==> src/rtl/seg7_scan_display.sv <==
// Time-multiplexed 7-segment driver: double-buffered digit values, registered
// anode/segment outputs, optional leading-zero blanking and output polarity.
module seg7_scan_display #(
  parameter int NUM_DIGITS     = 4,
  parameter int REFRESH_DIV    = 100000,
  parameter int BLANK_LEAD     = 1,
  parameter int ACTIVE_LOW_OUT = 1
) (
  input  logic                      clk,
  input  logic                      rst,
  input  logic                      load,
  input  logic [4*NUM_DIGITS-1:0]   value,
  input  logic [NUM_DIGITS-1:0]     dp_in,
  output logic [NUM_DIGITS-1:0]     an,
  output logic [6:0]                seg,
  output logic                      dp,
  output logic                      frame_done
);

  localparam int   DW  = $clog2(REFRESH_DIV);
  localparam int   IW  = $clog2(NUM_DIGITS);
  localparam logic INV = (ACTIVE_LOW_OUT != 0);

  logic [DW-1:0]           div;
  logic [IW-1:0]           idx;
  logic [4*NUM_DIGITS-1:0] pending, disp;
  logic [NUM_DIGITS-1:0]   pending_dp, disp_dp;
  logic                    pend;
  logic                    tick, frame_end;

  logic [NUM_DIGITS-1:0]   blank;
  logic [NUM_DIGITS-1:0]   an_hot;
  logic [3:0]              cur_digit;
  logic                    cur_blank, cur_dp;
  logic [6:0]              seg_hot;
  logic                    zero_above;

  function automatic logic [6:0] decode(input logic [3:0] d);
    case (d)
      4'h0: decode = 7'h3F;  4'h1: decode = 7'h06;
      4'h2: decode = 7'h5B;  4'h3: decode = 7'h4F;
      4'h4: decode = 7'h66;  4'h5: decode = 7'h6D;
      4'h6: decode = 7'h7D;  4'h7: decode = 7'h07;
      4'h8: decode = 7'h7F;  4'h9: decode = 7'h6F;
      4'hA: decode = 7'h77;  4'hB: decode = 7'h7C;
      4'hC: decode = 7'h39;  4'hD: decode = 7'h5E;
      4'hE: decode = 7'h79;  default: decode = 7'h71;
    endcase
  endfunction

  assign tick      = (div == DW'(REFRESH_DIV - 1));
  assign frame_end = tick && (idx == IW'(NUM_DIGITS - 1));

  always_ff @(posedge clk or negedge rst) begin
    if (!rst) begin
      div <= '0;
      idx <= '0;
    end else if (tick) begin
      div <= '0;
      idx <= (idx == IW'(NUM_DIGITS - 1)) ? '0 : idx + IW'(1);
    end else begin
      div <= div + DW'(1);
    end
  end

  // A load landing on the frame-end tick bypasses the pending stage.
  always_ff @(posedge clk or negedge rst) begin
    if (!rst) begin
      pending    <= '0;
      pending_dp <= '0;
      disp       <= '0;
      disp_dp    <= '0;
      pend       <= 1'b0;
    end else if (frame_end) begin
      if (load) begin
        disp    <= value;
        disp_dp <= dp_in;
        pend    <= 1'b0;
      end else if (pend) begin
        disp    <= pending;
        disp_dp <= pending_dp;
        pend    <= 1'b0;
      end
    end else if (load) begin
      pending    <= value;
      pending_dp <= dp_in;
      pend       <= 1'b1;
    end
  end

  always_comb begin
    blank      = '0;
    an_hot     = '0;
    cur_digit  = '0;
    cur_blank  = 1'b0;
    cur_dp     = 1'b0;
    zero_above = 1'b1;
    // Walk from the most significant digit down so each digit knows whether
    // everything at and above it is zero.
    for (int unsigned k = 0; k < NUM_DIGITS; k++) begin
      zero_above = zero_above && (disp[4*(NUM_DIGITS-1-k) +: 4] == 4'h0);
      blank[NUM_DIGITS-1-k] = (BLANK_LEAD != 0) && (k != NUM_DIGITS - 1) && zero_above;
    end
    for (int unsigned i = 0; i < NUM_DIGITS; i++) begin
      if (idx == IW'(i)) begin
        an_hot[i] = 1'b1;
        cur_digit = disp[4*i +: 4];
        cur_blank = blank[i];
        cur_dp    = disp_dp[i];
      end
    end
    seg_hot = cur_blank ? 7'h00 : decode(cur_digit);
  end

  always_ff @(posedge clk or negedge rst) begin
    if (!rst) begin
      an         <= {NUM_DIGITS{INV}};
      seg        <= {7{INV}};
      dp         <= INV;
      frame_done <= 1'b0;
    end else begin
      an         <= an_hot ^ {NUM_DIGITS{INV}};
      seg        <= seg_hot ^ {7{INV}};
      dp         <= cur_dp ^ INV;
      frame_done <= frame_end;
    end
  end

endmodule

==> config.mk <==
export PLATFORM = sky130hd
export DESIGN_NAME = seg7_scan_display
export DESIGN_NICKNAME = d
export VERILOG_FILES = /design/src/rtl/seg7_scan_display.sv
export SDC_FILE = /design/constraint.sdc
export NUM_CORES = 1
export LEC_CHECK = 0
export ABC_AREA = 1
export CAP_MARGIN = 10
export CORE_UTILIZATION = 55
export DETAILED_ROUTE_END_ITERATION = 10
export GPL_TIMING_DRIVEN = 0
export PLACE_DENSITY = 0.77
export SKIP_LAST_GASP = 1
export SLEW_MARGIN = 40
export SYNTH_ARGS = -nofsm -noshare
export SYNTH_HDL_FRONTEND = slang
export SYNTH_SLANG_ARGS = --single-unit
==> constraint.sdc <==
create_clock -name clk -period 2.41 [get_ports clk]
set_input_delay 0.241 -clock clk [delete_from_list [all_inputs] [get_ports clk]]
set_output_delay 0.241 -clock clk [all_outputs]
set_load 0.005 [all_outputs]
== After elaboration in Yosys (flattened, before gate mapping) ==
Memories as Yosys holds them, arrays and structs flattened.
Index checks and enable logic that the tools add are counted.
Cells by class
  $add $sub $neg: 2
  equal/unequal tests: 4
  mux-type cells: 24
  bitwise gates (word level): 4
  reduce and logical (&&, ||, !) cells: 11
Operator list (number)
  16-bit 2-to-1 mux: 2
  4-bit 2-to-1 mux: 6
  17-bit by 1-bit adder with 17-bit output, second input constant: 1
  17-bit == test, second input constant: 1
  17-bit 2-to-1 mux: 1
  1-bit 2-to-1 mux: 13
  4-bit zero test: 3
  7-bit 2-to-1 mux: 1
  7-bit inverter: 1
  2-bit == test, second input constant: 2
  4-bit inverter: 1
  2-bit AND reduction: 2
  2-bit nonzero test: 2
  1-bit logical AND: 3
  2-bit by 1-bit adder with 2-bit output, second input constant: 1
  2-bit by 1-bit == test with 1-bit output, second input constant: 1
  2-bit zero test: 1
  2-bit 2-to-1 mux: 1
  1-bit inverter: 2
Storage, ports and cells
  register bits: 73
  ROM bits: 112
  logic and storage cells: 57
  memories kept: 1
Memory list
  (name not given): depth 16, bits a word 7, rd ports 1, clocked after Yosys merged registers in 0, wr ports 0, RTL line 39  | case (d)

== Logic depth before layout (Yosys ltp) ==
  word-level depth: 8
  depth in mapped cells: 13

== Worst setup path after synthesis ==
Ideal clock, no wire load.
  kind: reg-to-reg
  start point: register idx[0]
  end point: register seg[3]
  arrival time: 1980 ps
  path slack: 346 ps
  stages on the path, launching flop included: 12
  path buffers: 0
  cells stage by stage: dfrtp_1 -> inv_1 -> ha_1 -> inv_1 -> nor2_1 -> nor2_1 -> a21oi_1 -> inv_1 -> ha_1 -> nand3b_1 -> nand3_1 -> nand3_1
Between the ends
  cells in the longest elaborated chain, start to end: 8
  elaborated cells on any way between the ends: 14
  those cells by class: eq/ne: 3; mux: 8; bitwise: 1; reduce/logical: 1; memory: 1
RTL lines
  start, declared: RTL line 25  | logic [IW-1:0] idx;
  start signal, assigned: RTL line 60  | idx <= (idx == IW'(NUM_DIGITS - 1)) ? '0 : idx + IW'(1);
  2-bit zero test: RTL line 105  | if (idx == IW'(i)) begin
  4-bit 2-to-1 mux (4 in a row): RTL line 105
  memory 16 x 7 bit
  7-bit 2-to-1 mux *: RTL line 112  | seg_hot = cur_blank ? 7'h00 : decode(cur_digit);
  7-bit inverter (no line) *
  end signal, assigned: RTL line 118  | seg <= {7{INV}};
  end signal, assigned: RTL line 123  | seg <= seg_hot ^ {7{INV}};
  end, declared: RTL line 15  | output logic [6:0] seg,
Mark *: on every way between the ends. The rest lies on a longest branch, timed or not.
A chain may end at the register's enable or synchronous reset.

== Worst setup path after layout ==
  start point: register idx[1]
  end point: register seg[3]
The elaborated chain is that of the path after synthesis.

==> impl_metrics.csv <==
group,metric,value,unit
outcome,status,"completed",
floorplanning,core_area,0.00679,sq mm
drt,route.detailed.drc,0,
synthesis,synth_edf_count,0,
floorplanning,io_pins,36,
drt,antenna_left,0,
setup_path,critPathCaptureType,"register",
synthesis,ys_warn_count,0,
layout,postLayoutCoreUtil,67.3,%
worst_hold_path,hp-class,"primary input to asynchronous set/reset pin",
setup_path,crit_slowest_cell,"dfrtp_1",
synthesis,synth_ff_type,"dfrtp_1",
synthesis,synth_area_leaders,"dfrtp_1 39%, nand2_1 9.9%, dfstp_2 8.2%",
layout,stdcell_area,0.00457,sq mm
power,total_leakage_power,2.29,nW
cts,worstSkewPairLatency,340,ps
cts,cts_root_buffer,"clkbuf_8",
setup_path,worst_r2r_endpoint,"seg[3]$_DFF_PN1_",
synthesis,synth.distinct_cells,36,
cts,cts_tree,"done",
floorplanning,fp-row-count,30,
global_route,grt_usage,22.5,%
layout,drive_gt1_share,21.1,%
global_route,antenna_found_initial,0,
global_route,grt_pass1_vias,2988,
cts,cts_buffers,9,
synthesis,postSynthCellCount,431,
timing,hold_violations,0,
timing,relSlewSlack,50.2,%
power,p_per_area,522,mW/mm^2
cts,htreeDepth,3,
floorplanning,dieArea,0.00737,sq mm
layout,syn_to_final_growth,18.3,%
floorplanning,start_util,56.9,%
layout,diodes,0,
timing,skew,7.82,ps
power,irDropWorstVdd,0.396,mV
setup_path,path_delay_family,"adder cells",
drt,dr.pass1.iters,4,
synthesis,synth-seq-area-share,47.7,%
floorplanning,fp.dieH,85.8,um
timing,totalNegativeSetupSlack,0,ps
setup_path,r2r_setup_slack,250,ps
drt,via_per_inst,5.20,
setup_path,path_common_cell,"nand3_1",
timing,setup_viol,0,
timing,post-route-period-util,89.5,%
timing,fmax,463,MHz
global_route,overflow,0,
setup_path,crit_required,2670,ps
setup_path,start_kind,"register",
cts,cts.sinks,73,
synthesis,synthArstFlopShare,100,%
timing,period_minus_slack,2160,ps
timing,rsz0062_at_grt,"false",
setup_path,crit_chain,"inv_1 -> ha_1 -> inv_2 -> nand3_1 -> nand2_1 -> a21oi_2 -> inv_1 -> ha_1 -> nand3b_1 -> nand3_1 -> nand3_1",
setup_path,slowest_delay,410,ps
setup_path,arrival,2410,ps
cts,path_clk_slew,70,ps
synthesis,synth_seq_cells,73,
timing,worstMarginPinSlew,747,ps
setup_path,reg2reg_depth,11,
setup_path,worstSetupStartpoint,"idx[1]$_DFFE_PN0N_",
placement,dp_hpwl,5.45,mm
synthesis,syn-cell-area,0.00386,sq mm
setup_path,critPathKind,"register to register",
cts,clockBufferDepth,2,
synthesis,synth_top_area_share,39.5,%
synthesis,syn_area_per_cell,8.97,sq um
timing,report.final.slew_viol_count,0,
drt,drtIter0Drc,120,
flow_run,maxCapViolCount,0,
setup_path,worst-path-buf-inv,3,
synthesis,synth_nets,465,
synthesis,synth_top_area_cell,"dfrtp_1",
layout,fin_nets,513,
placement,gp_congestion,0.897,
setup_path,cp_max_fo,6,
drt,vias,3013,
drt,drt_wl_total,7.52,mm
floorplanning,die_w,85.8,um
drt,wire_per_inst,13.0,um
placement,port_buffers,34,
placement,postPlaceCellArea,0.00435,sq mm
setup_path,rr_startpoint,"idx[1]$_DFFE_PN0N_",
global_route,grt_max_degree,51,
global_route,grt_pass1_wl,13.0,mm
[routing by layer]
metal  share of wire [%]  GRT usage, %  up-vias  wire length [um]
met3                 2.8          4.33       27               209
met4                 2.3          8.33        0               174
met5                   0             0        -                 0
li1                    -             -     1483                 -
met1                  46          28.3     1428              3460
met2                  49          38.5       75              3680
[worst max-delay path by stage]
stage / end / slack [ps] / depth (start not counted)
6_report: seg[3]$_DFF_PN1_ / 250 / 11
5_1_grt: seg[1]$_DFF_PN1_ / 30 / 12
4_1_cts: seg[3]$_DFF_PN1_ / 130 / 11
3_5_place_dp: seg[3]$_DFF_PN1_ / 30 / 11
3_3_place_gp: pending[11]$_DFFE_PN0P_ / -1320 / 1
2_1_floorplan: seg[3]$_DFF_PN1_ / 350 / 11
[repair_timing]
item | in CTS | in global routing
gates resized for setup | 1 | 1
setup endpoints to repair | 2 | 5
endpoints found under the hold margin | 23 | 0
pin swaps | 0 | 1
hold buffers | 1 | 0
setup buffers | 0 | 1
[area by class of cell]
cell class              count  area [sq um]
repair buffers             37           387
flip-flops and latches     73          1840
multi-input cells         301          1750
clock buffers              12           155
fillers                   563          2220
well taps                  96           120
clock inverters             3          40.0
plain buffers              15           123
inverters                  42           160
[cells by family after synthesis]
kind of cell | share of synthesized area, %
compound gates | 7.67
xor+xnor | 2.04
fa+ha+maj | 3.56
buf+inv | 7.32
flops | 47.7
mux | 5.18
simple gates | 26.6
[state kept, by name (all words and copies together), names as in the netlist]
| signal | count |
|---|---|
| dp | 1 |
| frame_done | 1 |
| pend | 1 |
| pending_dp | 4 |
| seg | 7 |
| idx | 2 |
| disp_dp | 4 |
| pending | 16 |
| disp | 16 |
| an | 4 |
| div | 17 |
[placed cells by master (no fill, tap or decap), types with 2 or more instances in the layout]
cell type        count
o21ai_2             20
clkbuf_8            11
or2_2                2
nand2_4              4
xor2_1               8
dfrtp_1             61
buf_2                2
ha_1                10
nor3_1               6
dfstp_2             12
mux2i_1             20
inv_2                6
clkinv_2             2
o21ai_0              7
inv_1               34
nand4_1              5
nor2_1              26
buf_1                2
buf_6                9
o21ai_1              3
nor2_2               3
nand2_1            102
clkdlybuf4s50_1     33
nand3_1             43
a21oi_1             10
buf_4                2
nand2_2             21
clkbuf_1             3
[synth_stat cells (all sizes together), types with 2 or more instances]
master,n
dfrtp,61
a21oi,11
clkbuf,2
ha,11
nand4,5
nand3,44
nor3,6
nand2,127
buf,13
or2,2
o21ai,30
dfstp,12
inv,41
mux2i,20
xor2,8
nor2,31
[metrics by stage]
stage	hold slack, ps	total power, mW	std cells	worst slack (ps)
after global routing	338	2.48	579	29.2
after global placement	440	1.45	561	-1320
after detailed placement	111	1.46	562	30.4
final	323	2.39	579	252
after CTS	312	2.41	578	129
after floorplan	-54.6	1.37	431	346
[worst register-to-register path, delay by kind of cell, from the launching register on]
| kind | cells | cell delay [ps] |
|---|---|---|
| adder cells (fa/ha/maj) | 2 | 560 |
| AO/OA/AOI/OAI | 1 | 240 |
| flip-flops | 1 | 410 |
| buffers and inverters | 3 | 320 |
| AND/OR/NAND/NOR | 5 | 550 |
[where the power goes]
group | switching [mW] | total [mW] | internal, mW
clock | 0.423 | 0.949 | 0.526
sequential | 0.0147 | 1.27 | 1.26
combinational | 0.0914 | 0.167 | 0.0755
total | 0.529 | 2.39 | 1.86
No activity file was read; power rests on OpenSTA's default activity.
